`src/rtl/e203_dtcm_ram_arb.sv`:
```
// Two-requester round-robin arbiter in front of a single-port DTCM SRAM.
// Optional light-sleep power state machine enabled by E203_DTCM_RAM_LS_EN.
module e203_dtcm_ram_arb #(
  parameter int AW        = 14,
  parameter int DW        = 32,
  parameter int SLEEP_CYC = 16,
  localparam int MW       = DW / 8
) (
  input  logic          clk,
  input  logic          rst,

  input  logic          m0_cmd_valid,
  output logic          m0_cmd_ready,
  input  logic          m0_cmd_read,
  input  logic [AW-1:0] m0_cmd_addr,
  input  logic [DW-1:0] m0_cmd_wdata,
  input  logic [MW-1:0] m0_cmd_wmask,
  output logic          m0_rsp_valid,
  input  logic          m0_rsp_ready,
  output logic [DW-1:0] m0_rsp_rdata,

  input  logic          m1_cmd_valid,
  output logic          m1_cmd_ready,
  input  logic          m1_cmd_read,
  input  logic [AW-1:0] m1_cmd_addr,
  input  logic [DW-1:0] m1_cmd_wdata,
  input  logic [MW-1:0] m1_cmd_wmask,
  output logic          m1_rsp_valid,
  input  logic          m1_rsp_ready,
  output logic [DW-1:0] m1_rsp_rdata,

  output logic          ram_cs,
  output logic          ram_we,
  output logic [AW-1:0] ram_addr,
  output logic [MW-1:0] ram_wem,
  output logic [DW-1:0] ram_din,
  input  logic [DW-1:0] ram_dout,
  output logic          ram_ls,

  output logic          arb_idle
);

  logic          awake;
  logic          rsp_free;
  logic          gnt0;
  logic          gnt1;
  logic          gnt;
  logic          last_m1;
  logic          vld_p1;
  logic          owner_m1_p1;
  logic          read_p1;
  logic          rsp_on;
  logic [DW-1:0] rd_data;

  // Grant stage: a pending response blocks arbitration unless it is accepted this cycle
  always_comb begin
    rsp_free = !vld_p1 || (owner_m1_p1 ? m1_rsp_ready : m0_rsp_ready);
    gnt0     = 1'b0;
    gnt1     = 1'b0;
    if (!rst && awake && rsp_free) begin
      if (m0_cmd_valid && m1_cmd_valid) begin
        gnt0 = last_m1;
        gnt1 = !last_m1;
      end else begin
        gnt0 = m0_cmd_valid;
        gnt1 = m1_cmd_valid;
      end
    end
  end

  assign gnt          = gnt0 | gnt1;
  assign m0_cmd_ready = gnt0;
  assign m1_cmd_ready = gnt1;

  always_comb begin
    ram_cs   = gnt;
    ram_we   = 1'b0;
    ram_wem  = '0;
    ram_addr = m0_cmd_addr;
    ram_din  = m0_cmd_wdata;
    if (gnt1) begin
      ram_addr = m1_cmd_addr;
      ram_din  = m1_cmd_wdata;
      ram_we   = ~m1_cmd_read;
      ram_wem  = m1_cmd_read ? '0 : m1_cmd_wmask;
    end else if (gnt0) begin
      ram_we   = ~m0_cmd_read;
      ram_wem  = m0_cmd_read ? '0 : m0_cmd_wmask;
    end
  end

  // Response stage: one cycle after grant, held until the owner accepts it
  always_ff @(posedge clk) begin
    if (rst) begin
      vld_p1  <= 1'b0;
      last_m1 <= 1'b1;
    end else begin
      if (gnt) begin
        vld_p1  <= 1'b1;
        last_m1 <= gnt1;
      end else if (rsp_free) begin
        vld_p1  <= 1'b0;
      end
    end
  end

  always_ff @(posedge clk) begin
    if (gnt) begin
      owner_m1_p1 <= gnt1;
      read_p1     <= gnt1 ? m1_cmd_read : m0_cmd_read;
    end
  end

  // The SRAM holds ram_dout while cs is low, so read data is forwarded directly
  assign rsp_on       = vld_p1 && !rst;
  assign rd_data      = read_p1 ? ram_dout : '0;
  assign m0_rsp_valid = rsp_on && !owner_m1_p1;
  assign m1_rsp_valid = rsp_on && owner_m1_p1;
  assign m0_rsp_rdata = m0_rsp_valid ? rd_data : '0;
  assign m1_rsp_rdata = m1_rsp_valid ? rd_data : '0;
  assign arb_idle     = !gnt && !rsp_on;

`ifdef E203_DTCM_RAM_LS_EN
  typedef enum logic [1:0] {AWAKE, SLEEP, WAKE} pwr_t;

  pwr_t       state;
  pwr_t       state_nxt;
  logic [7:0] idle_cnt;
  logic [7:0] idle_cnt_nxt;
  logic       any_valid;

  assign any_valid = m0_cmd_valid | m1_cmd_valid;

  always_ff @(posedge clk) begin
    if (rst) begin
      state    <= AWAKE;
      idle_cnt <= 8'd0;
    end else begin
      state    <= state_nxt;
      idle_cnt <= idle_cnt_nxt;
    end
  end

  // Sleep is entered on the cycle the counter would reach SLEEP_CYC; it saturates there
  always_comb begin
    state_nxt    = state;
    idle_cnt_nxt = idle_cnt;
    case (state)
      AWAKE: begin
        if (any_valid || gnt) begin
          idle_cnt_nxt = 8'd0;
        end else if (arb_idle) begin
          if (idle_cnt >= 8'(SLEEP_CYC - 1)) begin
            idle_cnt_nxt = 8'(SLEEP_CYC);
            state_nxt    = SLEEP;
          end else begin
            idle_cnt_nxt = idle_cnt + 8'd1;
          end
        end
      end
      SLEEP: begin
        if (any_valid) state_nxt = WAKE;
      end
      WAKE: begin
        state_nxt    = AWAKE;
        idle_cnt_nxt = 8'd0;
      end
      default: begin
        state_nxt    = AWAKE;
        idle_cnt_nxt = 8'd0;
      end
    endcase
  end

  assign awake  = (state == AWAKE);
  assign ram_ls = (state == SLEEP) && !rst;
`else
  assign awake  = 1'b1;
  assign ram_ls = 1'b0;
`endif

endmodule

```
`config.mk`:
```
export PLATFORM = sky130hd
export DESIGN_NAME = e203_dtcm_ram_arb
export DESIGN_NICKNAME = d
export VERILOG_FILES = /design/src/rtl/e203_dtcm_ram_arb.sv
export SDC_FILE = /design/constraint.sdc
export NUM_CORES = 1
export LEC_CHECK = 0
export CORE_AREA = 2 2 101 103
export CTS_CLUSTER_DIAMETER = 100
export DETAILED_ROUTE_END_ITERATION = 16
export DIE_AREA = 0 0 103 105
export PLACE_DENSITY_LB_ADDON = 0.1
export SLEW_MARGIN = 20
export SYNTH_ARGS = -nofsm -noshare
export SYNTH_HDL_FRONTEND = slang
export SYNTH_SLANG_ARGS = --single-unit
```
`constraint.sdc`:
```
create_clock -name clk -period 2.9 [get_ports clk]
set_input_delay 0.29 -clock clk [delete_from_list [all_inputs] [get_ports clk]]
set_output_delay 0.29 -clock clk [all_outputs]
set_load 0.05 [all_outputs]
```
==> flow_summary_export.csv <==
group,metric,value,unit
outcome,status,"finished clean",
drt,vias,2391,
clocking,h-tree-depth,1,
drt,drc,0,
final_layout,fin_cells,588,
worst_hold_path,holdPathStages,2,
timing,tightest_slew,0.526,ns
yosys,synth_fp_nets,342,
placement,pre_cts_ws,0.368,ns
global_routing,gr-total-overflow,0,
yosys,synth_seq_area_share,7.17,%
timing,finalSetupViolations,0,
yosys,synth_area,1400,um^2
final_layout,final_common_cell,"clkdlybuf4s50_1",
timing,setup-tns-final,0,ns
die,design.core.area,9640,um^2
global_routing,antenna_found_initial,0,
timing,final_hold_viol_count,0,
final_layout,most-common-layout-cells,"145 x clkdlybuf4s50_1, 67 x nor2_1, 67 x buf_12, 54 x buf_4, 34 x nand2_1",
die,die_area,10800,um^2
die,start_util,14.5,%
setup_path,endpoint_kind,"primary output",
global_routing,grt_use_total,13.8,%
clocking,tritoncts,"yes",
setup_path,critPathRequiredTime,2.61,ns
die,row_count,36,
drt,wl_per_cell,14.0,um
timing,relSlewSlack,64.8,%
final_layout,final_util,48.9,%
yosys,ys_top_cells_by_area,"mux2_2 23%, mux2_4 22%, nor2_1 18%",
yosys,synth-xor-area-share,0,%
drt,drt-total-wl,8.26,mm
placement,globalplace.congestion,0.747,
run,drv_cap,0,
clocking,cts.sinks,4,
pwr,irDropWorstVdd,0.000177,V
yosys,ys_seq_elements,4,
clocking,root_buffer,"clkbuf_8",
die,dieWidth,103,um
placement,port_buffers,260,
die,die_height,105,um
setup_path,crit_fanout,49,
timing,period_needed,2.54,ns
pwr,p_total,0.982,mW
timing,slew_violations,0,
yosys,synth_top_family_by_area,"multiplexers",
yosys,ys.flop_type,"edfxtp_1",
drt,vias_per_cell,4.07,
yosys,netlist_instances,202,
placement,hpwlAfterDp,7.22,mm
timing,finalCritPeriodShare,87.6,%
final_layout,finalNetCount,596,
timing,fin_skew,0.00398,ns
drt,ant_nets,0,
setup_path,start_kind,"primary input",
clocking,cts-buffers-inserted,3,
yosys,synth_cell_type_count,25,
yosys,yosys_warnings,0,
setup_path,arrival,2.25,ns
yosys,yosysTopAreaCell,"mux2_2",
clocking,clk_pin_slew_worst_paths,0.03,ns
worst_hold_path,hold_path_class,"reg2reg",
final_layout,diodes,0,
final_layout,drive_gt1_share,38.2,%
setup_path,crit_type,"in2out",
global_routing,grt_pass1_vias,2399,
yosys,synthMuxAreaShare,44.8,%
yosys,synth-compound-area-share,5.91,%
clocking,cts_setup_buffers,0,
drt,first_pass_iters,4,
final_layout,area_growth,237,%
timing,worst_slack,0.358,ns
drt,drt-initial-drc-count,45,
global_routing,grt_start_max_net_pins,50,
yosys,yosys.area_share.adder,0,%
clocking,cts_buffer_depth,2,
clocking,cts_resized,0,
final_layout,fillers,915,
yosys,synth_top_area_share,22.6,%
die,ios,262,
setup_path,worst-r2r-cell-count,4,
yosys,synthSimpleGateAreaFrac,34.1,%
clocking,cts_hold_buf,0,
clocking,clock_latency,0.21,ns
timing,max_freq,393,MHz
yosys,async_flop_share,0,%
placement,placedCellCount,584,
timing,rsz0062_at_grt,"false",
yosys,synth_edf_count,2,
yosys,avgSynthCellArea,6.91,um^2
global_routing,grt_pass1_wl,11.9,mm
pwr,power_density,208,nW/um^2
pwr,p_leak,1.92,nW
==> state kept, by name, indices dropped and copies added (netlist names) <==
| register | cells |
|---|---|
| owner_m1_p1 | 1 |
| last_m1 | 1 |
| read_p1 | 1 |
| vld_p1 | 1 |
==> where the power goes <==
group | internal [mW] | switching (mW)
clock | 0.0937 | 0.0272
combinational | 0.379 | 0.413
sequential | 0.0646 | 0.00371
total | 0.538 | 0.444
==> layer usage <==
metal / share of wire, % / GRT usage, %
met1: 31 / 12.9
met2: 57 / 28.9
met3: 12 / 4.48
met4: 0.48 / 1.22
met5: 0 / 0
==> area by class of cell <==
class | count | area, um^2 | area share, %
repair buffers | 266 | 3200 | 67.9
flip-flops and latches | 4 | 100 | 2.12
multi-input cells | 177 | 1190 | 25.2
clock buffers | 4 | 45.0 | 0.956
inverters | 4 | 15.0 | 0.319
well taps | 133 | 166 | 3.53
==> kinds of logic (layout without fill, tap and decap cells) <==
group | Yosys count | count (layout)
buffers and inverters | 21 | 274
AND/OR/NAND/NOR | 114 | 114
AO/OA/AOI/OAI | 13 | 13
multiplexers | 49 | 49
flip-flops | 4 | 4
other | 1 | 1
==> per-stage QoR <==
stage	hold WS, ns	area, um^2
6_report	0.490	4710
5_1_grt	0.509	4710
4_1_cts	0.488	4710
3_5_place_dp	0.484	4670
3_3_place_gp	0.476	4670
2_1_floorplan	0.359	1400
==> final timing paths <==
| path | from | endpoint | slack, ns |
|---|---|---|---|
| min | vld_p1$_SDFFE_PP0P_ | vld_p1$_SDFFE_PP0P_ | 0.49 |
| max | m1_cmd_valid | ram_din[0] | 0.36 |
| min reg2reg | vld_p1$_SDFFE_PP0P_ | vld_p1$_SDFFE_PP0P_ | 0.49 |
| max reg2reg | owner_m1_p1$_DFFE_PP_ | read_p1$_DFFE_PP_ | 1.06 |
==> cells in the mapped netlist (2+ instances only) <==
library cell	n
inv_1	4
edfxtp_1	2
nand2b_1	2
clkbuf_1	10
a21oi_1	7
dfxtp_1	2
nor2_1	67
buf_6	3
nand3b_1	5
mux2_2	28
buf_2	3
mux2_4	20
nand2_1	34
nand4b_1	4
==> critical path, cell delays in order <==
cell	delay, ns
clkdlybuf4s50_1	0.50
a21boi_2	0.30
o211a_2	0.28
buf_12	0.28
mux2_2	0.38
buf_4	0.19
Note: power is estimated with default switching activity, not from simulation.
